===== config.mk =====
export PLATFORM = sky130hd
export DESIGN_NAME = regfile_multiport_flat
export DESIGN_NICKNAME = d
export VERILOG_FILES = /design/src/rtl/regfile_pkg.sv /design/src/rtl/regfile_multiport_if.sv /design/src/rtl/regfile_rdport.sv /design/src/rtl/regfile_multiport.sv /design/src/flat_wrapper.sv
export SDC_FILE = /design/constraint.sdc
export NUM_CORES = 1
export LEC_CHECK = 0
export CAP_MARGIN = 20
export CORE_MARGIN = 5
export CORE_UTILIZATION = 45
export CTS_CLUSTER_SIZE = 30
export DETAILED_ROUTE_END_ITERATION = 10
export MAX_ROUTING_LAYER = met4
export PLACE_DENSITY_LB_ADDON = 0.25
export SLEW_MARGIN = 10
export SYNTH_ARGS = -nofsm -noshare
export SYNTH_HDL_FRONTEND = slang
export SYNTH_SLANG_ARGS = --single-unit

===== constraint.sdc =====
create_clock -name clk -period 8.2 [get_ports clk]
set_clock_uncertainty 0.15 [all_clocks]
set_input_delay 1.23 -clock clk [delete_from_list [all_inputs] [get_ports clk]]
set_output_delay 1.23 -clock clk [all_outputs]
set_load 0.01 [all_outputs]

===== src/rtl/regfile_pkg.sv =====
// Shared state encoding and helpers for the multiport register file.
// REGFILE_BYPASS_EN selects write-first reads; left undefined, reads are read-first.
package regfile_pkg;

  typedef enum logic {
    ST_CLEAR = 1'b0,
    ST_RUN   = 1'b1
  } rfState_e;

`ifdef REGFILE_BYPASS_EN
  localparam bit BYPASS_EN = 1'b1;
`else
  localparam bit BYPASS_EN = 1'b0;
`endif

  // Address width for a register count; NREGS is a power of two, so this is exact.
  function automatic int clog2(input int value);
    int result;
    int v;
    result = 0;
    v = value - 1;
    while (v > 0) begin
      result = result + 1;
      v = v >> 1;
    end
    return result;
  endfunction

endpackage


===== src/rtl/regfile_multiport_if.sv =====
// Writeback/read bus between the decode-stage core logic (master) and the register file (slave).
interface regfile_multiport_if #(
  parameter int XLEN  = 32,
  parameter int NREGS = 32,
  parameter int NRD   = 2
);
  import regfile_pkg::*;

  localparam int AW = clog2(NREGS);

  logic                ready;
  logic                wr_en;
  logic [AW-1:0]       wr_addr;
  logic [XLEN-1:0]     wr_data;
  logic [NRD*AW-1:0]   rd_addr;
  logic [NRD*XLEN-1:0] rd_data;

  modport master (
    input  ready,
    output wr_en,
    output wr_addr,
    output wr_data,
    output rd_addr,
    input  rd_data
  );

  modport slave (
    output ready,
    input  wr_en,
    input  wr_addr,
    input  wr_data,
    input  rd_addr,
    output rd_data
  );

endinterface


===== src/rtl/regfile_rdport.sv =====
// One registered read port: optional write-first bypass, x0 masking, zero output while clearing.
// REGFILE_BYPASS_EN (through regfile_pkg::BYPASS_EN) enables the same-cycle bypass.
module regfile_rdport
  import regfile_pkg::*;
#(
  parameter int XLEN     = 32,
  parameter int AW       = 5,
  parameter int ZERO_REG = 1
) (
  input  logic            clk,
  input  logic            rst_n,
  input  logic            run,
  input  logic [AW-1:0]   rdAddr,
  input  logic [XLEN-1:0] arrayData,
  input  logic            wrFire,
  input  logic [AW-1:0]   wrAddr,
  input  logic [XLEN-1:0] wrData,
  output logic [XLEN-1:0] rdData
);

  logic [XLEN-1:0] nextData;
  logic            bypassHit;
  logic            zeroHit;

  // x0 masking and the clear phase both win over the bypass path.
  always_comb begin
    bypassHit = BYPASS_EN && wrFire && (wrAddr == rdAddr);
    zeroHit   = (ZERO_REG != 0) && (rdAddr == '0);
    nextData  = arrayData;
    if (bypassHit) begin
      nextData = wrData;
    end
    if (zeroHit || !run) begin
      nextData = '0;
    end
  end

  always_ff @(posedge clk or negedge rst_n) begin
    if (!rst_n) begin
      rdData <= '0;
    end else begin
      rdData <= nextData;
    end
  end

endmodule


===== src/rtl/regfile_multiport.sv =====
// Parametrised N-read/1-write register file with a post-reset clear sequencer.
// Define REGFILE_BYPASS_EN for write-first reads; otherwise reads return the pre-write value.
module regfile_multiport
  import regfile_pkg::*;
#(
  parameter int XLEN     = 32,
  parameter int NREGS    = 32,
  parameter int NRD      = 2,
  parameter int ZERO_REG = 1
) (
  input logic                clk,
  input logic                rst_n,
  regfile_multiport_if.slave bus
);

  localparam int AW = clog2(NREGS);

  rfState_e            state;
  rfState_e            nextState;
  logic [AW-1:0]       clrPtr;
  logic [AW-1:0]       nextPtr;
  logic                run;
  logic                wrFire;
  logic                memWe;
  logic [AW-1:0]       memAddr;
  logic [XLEN-1:0]     memData;
  logic [XLEN-1:0]     mem [NREGS];
  logic [NRD*XLEN-1:0] rdDataBus;

  always_ff @(posedge clk or negedge rst_n) begin
    if (!rst_n) begin
      state  <= ST_CLEAR;
      clrPtr <= '0;
    end else begin
      state  <= nextState;
      clrPtr <= nextPtr;
    end
  end

  // CLEAR walks every entry once, then RUN is held until the next reset.
  always_comb begin
    nextState = state;
    nextPtr   = clrPtr;
    case (state)
      ST_CLEAR: begin
        nextPtr = clrPtr + AW'(1);
        if (clrPtr == AW'(NREGS - 1)) begin
          nextState = ST_RUN;
        end
      end
      ST_RUN: begin
        nextState = ST_RUN;
      end
    endcase
  end

  assign run       = (state == ST_RUN);
  assign bus.ready = run;
  assign wrFire    = run && bus.wr_en && !((ZERO_REG != 0) && (bus.wr_addr == '0));

  always_comb begin
    memWe   = wrFire;
    memAddr = bus.wr_addr;
    memData = bus.wr_data;
    if (!run) begin
      memWe   = 1'b1;
      memAddr = clrPtr;
      memData = '0;
    end
  end

  // Contents are deliberately not reset; the clear sequencer zeroes them instead.
  always_ff @(posedge clk) begin
    if (memWe) begin
      mem[memAddr] <= memData;
    end
  end

  for (genvar p = 0; p < NRD; p++) begin : gRdPort
    logic [AW-1:0]   portAddr;
    logic [XLEN-1:0] arrayData;

    assign portAddr  = bus.rd_addr[p*AW +: AW];
    assign arrayData = mem[portAddr];

    regfile_rdport #(
      .XLEN     (XLEN),
      .AW       (AW),
      .ZERO_REG (ZERO_REG)
    ) uRdPort (
      .clk       (clk),
      .rst_n     (rst_n),
      .run       (run),
      .rdAddr    (portAddr),
      .arrayData (arrayData),
      .wrFire    (wrFire),
      .wrAddr    (bus.wr_addr),
      .wrData    (bus.wr_data),
      .rdData    (rdDataBus[p*XLEN +: XLEN])
    );
  end

  assign bus.rd_data = rdDataBus;

endmodule


===== src/flat_wrapper.sv =====
// flat-port wrapper written by rule: the top's interface ports become plain ports
module regfile_multiport_flat import regfile_pkg::*;
#(
  parameter int XLEN     = 32,
  parameter int NREGS    = 32,
  parameter int NRD      = 2,
  parameter int ZERO_REG = 1
)
  (clk, rst_n, bus_ready, bus_wr_en, bus_wr_addr, bus_wr_data, bus_rd_addr, bus_rd_data);
  regfile_multiport_if #(.XLEN(XLEN), .NREGS(NREGS), .NRD(NRD)) bus_i ();
  input logic clk;
  input logic rst_n;
  output wire logic [$bits(bus_i.ready)-1:0] bus_ready;
  input wire logic [$bits(bus_i.wr_en)-1:0] bus_wr_en;
  input wire logic [$bits(bus_i.wr_addr)-1:0] bus_wr_addr;
  input wire logic [$bits(bus_i.wr_data)-1:0] bus_wr_data;
  input wire logic [$bits(bus_i.rd_addr)-1:0] bus_rd_addr;
  output wire logic [$bits(bus_i.rd_data)-1:0] bus_rd_data;
  assign bus_ready = bus_i.ready;
  assign bus_i.wr_en = bus_wr_en;
  assign bus_i.wr_addr = bus_wr_addr;
  assign bus_i.wr_data = bus_wr_data;
  assign bus_i.rd_addr = bus_rd_addr;
  assign bus_rd_data = bus_i.rd_data;
  regfile_multiport #(.XLEN(XLEN), .NREGS(NREGS), .NRD(NRD), .ZERO_REG(ZERO_REG)) u_core (.clk(clk), .rst_n(rst_n), .bus(bus_i));
endmodule

==> out/summary.md <==
## Synthesis
• sequential area share after synthesis: 65.0%
• synthesized area divided by synthesized cell count: 16.8 µm²
• Yosys cell types: 55
• Mapped Cells: 2985
• Synth area leader: sky130_fd_sc_hd__edfxtp_1
• Syn. warnings: 0
• Syn Nets: 3037
• area fraction of the dominant cell type after synthesis: 61.5%
• register bit total from synthesis: 1094
• most area-consuming cells after synthesis: sky130_fd_sc_hd__edfxtp_1 61%, sky130_fd_sc_hd__mux4_2 11%, sky130_fd_sc_hd__mux2i_1 10%
• share of synthesized registers carrying an async set or reset: 6.40%
• Netlist Area Pre-Place: 0.0500 mm²
• most frequently used flop master after synthesis: sky130_fd_sc_hd__edfxtp_1
• number of enable flip-flop cells after synthesis: 1024

## Power and ir drop
• net load switching power: 2.88 mW
• leakage power figure: 19.4 nW
• post-route total power: 12.4 mW
• combinational share of power: 8.5%
• sequential cell fraction of total power: 49.9%
• Switching Fraction: 23.2%
• internal power consumption: 9.55 mW
• clock group share of total power: 41.6%
• Max VDD drop: 0.172 mV
• total power divided by cell area: 219 mW/mm²

## Die
• top-level I/O count: 115
• core region area: 0.111 mm²
• chip width: 343 µm
• num rows: 122
• area of the die: 0.118 mm²
• starting density of the core: 45.3%
• DIE HEIGHT: 343 µm

## Setup path
• Max FO, Critical Path: 49
• worst path cell trace: buf_4, clkdlybuf4s50_1
• startpoint type of the worst setup path: register
• depth of the most critical reg-to-reg path: 6
• critical path required time: 6.82 ns
• endpoint kind of the worst setup timing path: primary output
• data arrival time at the worst-slack endpoint: 2.59 ns
• Critical Setup Path Class: register to primary output
• largest stage delay on the critical path: 0.69 ns
• cell type of the slowest stage on the worst timing path: sky130_fd_sc_hd__buf_4

## STA
• Achievable Freq: 0.252 GHz
• Slew @ Worst Pin: 1.23 ns
• Max Transition Viols Final: 0
• Final Hold Violating Endpoints: 0
• count of final setup violators: 0
• final total negative setup slack: 0 ns
• final critical delay including setup and external delays: 3.97 ns
• relative max-transition margin: 18.3%
• RSZ-0062 raised after global routing: no
• ratio of final minimum period to clock period: 48.5%

## Cells and area
• fraction of layout cells with a size suffix above 1: 18.5%
• P&R area growth vs syn: 13.3%
• number of nets in the final layout: 3124
• most common cell after layout, fill and taps aside: sky130_fd_sc_hd__edfxtp_1
• most used cells in the layout excluding fill and tap cells: 1024 x sky130_fd_sc_hd__edfxtp_1, 518 x sky130_fd_sc_hd__mux2i_1, 246 x sky130_fd_sc_hd__mux4_2

## Drt
• routed wire length: 170000 µm
• Via density: 6.79
• drt initial violations: 4372
• Residual DRC: 0
• routed vias: 31.6k
• detailed-router iteration count before antenna repair: 7
• average routed wire per standard cell: 36.5 µm
• count of nets left with antenna violations after detail routing: 0

## Clock tree
• CTS Hold Bufs: 0
• number of clock sinks seen by CTS: 1094
• clock-pin slew on the worst setup and hold paths: 0.06 ns
• clock tree buffer depth: 3
• CTS tree: yes
• Post-CTS Setup Inserts: 0
• clock buffers created by TritonCTS: 109
• Gates resized, CTS repair: 0
• CTS Root Cell: sky130_fd_sc_hd__clkbuf_16
• later-pin clock latency in the skew report: 0.71 ns
• number of H-tree levels: 3

## Global route
• first-pass GRT wire length: 235000 µm
• GRT Util Overall: 29.1%
• largest net degree at the start of global routing: 133
• vias in the first global route: 31.5k
• antenna violations before repair: 2
• total global routing overflow: 0

## Run
• max-cap violation count: 0

## Placement
• post-DP HPWL: 93900 µm
• IO buf count: 114
• routability cong.: 0.858

## Min path
• cell depth of the worst hold path: 1
• Tightest Hold Check Type: register to register

## Run status
• run status: finished, final reports clean

power groups by stage:
stage	registers, mW	logic, mW	clock network (mW)
detailed placement	6.32	1.03	0
global route	6.21	1.09	5.44
finish	6.21	1.05	5.17
global placement	6.33	1.01	0
floorplan	6.31	0.572	0
CTS	6.21	1.03	5.20
path summary, 6_finish.rpt:
check / startpoint / end / slack, ns
min: u_core.clrPtr[3] / u_core.clrPtr[3] / 0.41
max reg2reg: u_core.bus.ready / u_core.gRdPort[0].uRdPort.rdData[4] / 4.30
max in group asynchronous: rst_n / u_core.gRdPort[1].uRdPort.rdData[27] / 6.21
min in group asynchronous: rst_n / u_core.clrPtr[0] / 0.44
max: u_core.bus.ready / bus_ready / 4.23
min reg2reg: u_core.clrPtr[3] / u_core.clrPtr[3] / 0.41
cell type report:
type,instances,area (µm²)
clock buffers,144,3010
repair buffers,205,2050
diodes,1,2.50
flip-flops and latches,1094,32500
inverters,3,11.3
clock inverters,58,681
fillers,8895,53800
well taps,1488,1860
multi-input cells,1659,16600
cells in the mapped netlist, types with 3 or more instances:
cell / count
sky130_fd_sc_hd__a31oi_1: 40
sky130_fd_sc_hd__nor2b_1: 8
sky130_fd_sc_hd__mux2_2: 4
sky130_fd_sc_hd__buf_2: 69
sky130_fd_sc_hd__a21oi_1: 121
sky130_fd_sc_hd__nand2b_1: 3
sky130_fd_sc_hd__mux4_1: 8
sky130_fd_sc_hd__nor2_1: 41
sky130_fd_sc_hd__edfxtp_1: 1024
sky130_fd_sc_hd__inv_1: 3
sky130_fd_sc_hd__o21bai_1: 4
sky130_fd_sc_hd__mux4_2: 246
sky130_fd_sc_hd__buf_1: 3
sky130_fd_sc_hd__mux2i_1: 518
sky130_fd_sc_hd__nor2_2: 3
sky130_fd_sc_hd__buf_4: 42
sky130_fd_sc_hd__and3_1: 42
sky130_fd_sc_hd__nand3_1: 134
sky130_fd_sc_hd__nand4_1: 64
sky130_fd_sc_hd__a22o_1: 22
sky130_fd_sc_hd__nand2_1: 128
sky130_fd_sc_hd__dfrtp_1: 70
sky130_fd_sc_hd__clkbuf_1: 84
sky130_fd_sc_hd__and4b_1: 3
sky130_fd_sc_hd__buf_6: 27
sky130_fd_sc_hd__a22oi_1: 202
sky130_fd_sc_hd__and2_1: 39
sky130_fd_sc_hd__xnor2_1: 3
sequential cells by signal, indices dropped and copies added (netlist names):
name                           cells
u_core.gRdPort.uRdPort.rdData     64
u_core.clrPtr                      5
u_core.bus.ready                   1
u_core.mem                      1024
metrics by stage:
stage | setup slack [ns] | cell area (µm²) | std cells | utilization, % | hold slack (ns)
6_report | 4.23 | 56700 | 4652 | 51.3 | 0.414
5_1_grt | 4.17 | 56700 | 4652 | 51.3 | 0.434
4_1_cts | 4.20 | 56500 | 4639 | 51.1 | 0.411
3_5_place_dp | 3.68 | 52800 | 4437 | 47.8 | 0.398
3_3_place_gp | 3.65 | 52700 | 4435 | 47.7 | 0.384
2_1_floorplan | 4.40 | 50000 | 2985 | - | 0.342
critical path: cells and delay by family, from the launching register on:
kind	cells	cell delay [ns]
flops	1	0.53
buf+inv	2	1.37
logic make-up (layout without fill, tap and decap cells):
kind of cell | Yosys count | count (layout) | share of synthesized area [%]
adder cells (fa/ha/maj) | 2 | 2 | 0.0500
other | 0 | 1 | 0
XOR/XNOR | 3 | 3 | 0.0525
AO/OA/AOI/OAI | 401 | 401 | 5.39
multiplexers | 776 | 776 | 21.9
flip-flops | 1094 | 1094 | 65.0
AND/OR/NAND/NOR | 477 | 477 | 4.91
buffers and inverters | 232 | 410 | 2.70
per-layer routing:
layer | vias up | GRT usage (%) | share of wire, %
met5 | - | - | 0
met4 | 0 | 14.1 | 5.9
met3 | 526 | 5.28 | 10
met2 | 2182 | 45.8 | 47
met1 | 16500 | 36.7 | 37
li1 | 12400 | - | -
Note: power is estimated with default switching activity, not from simulation.
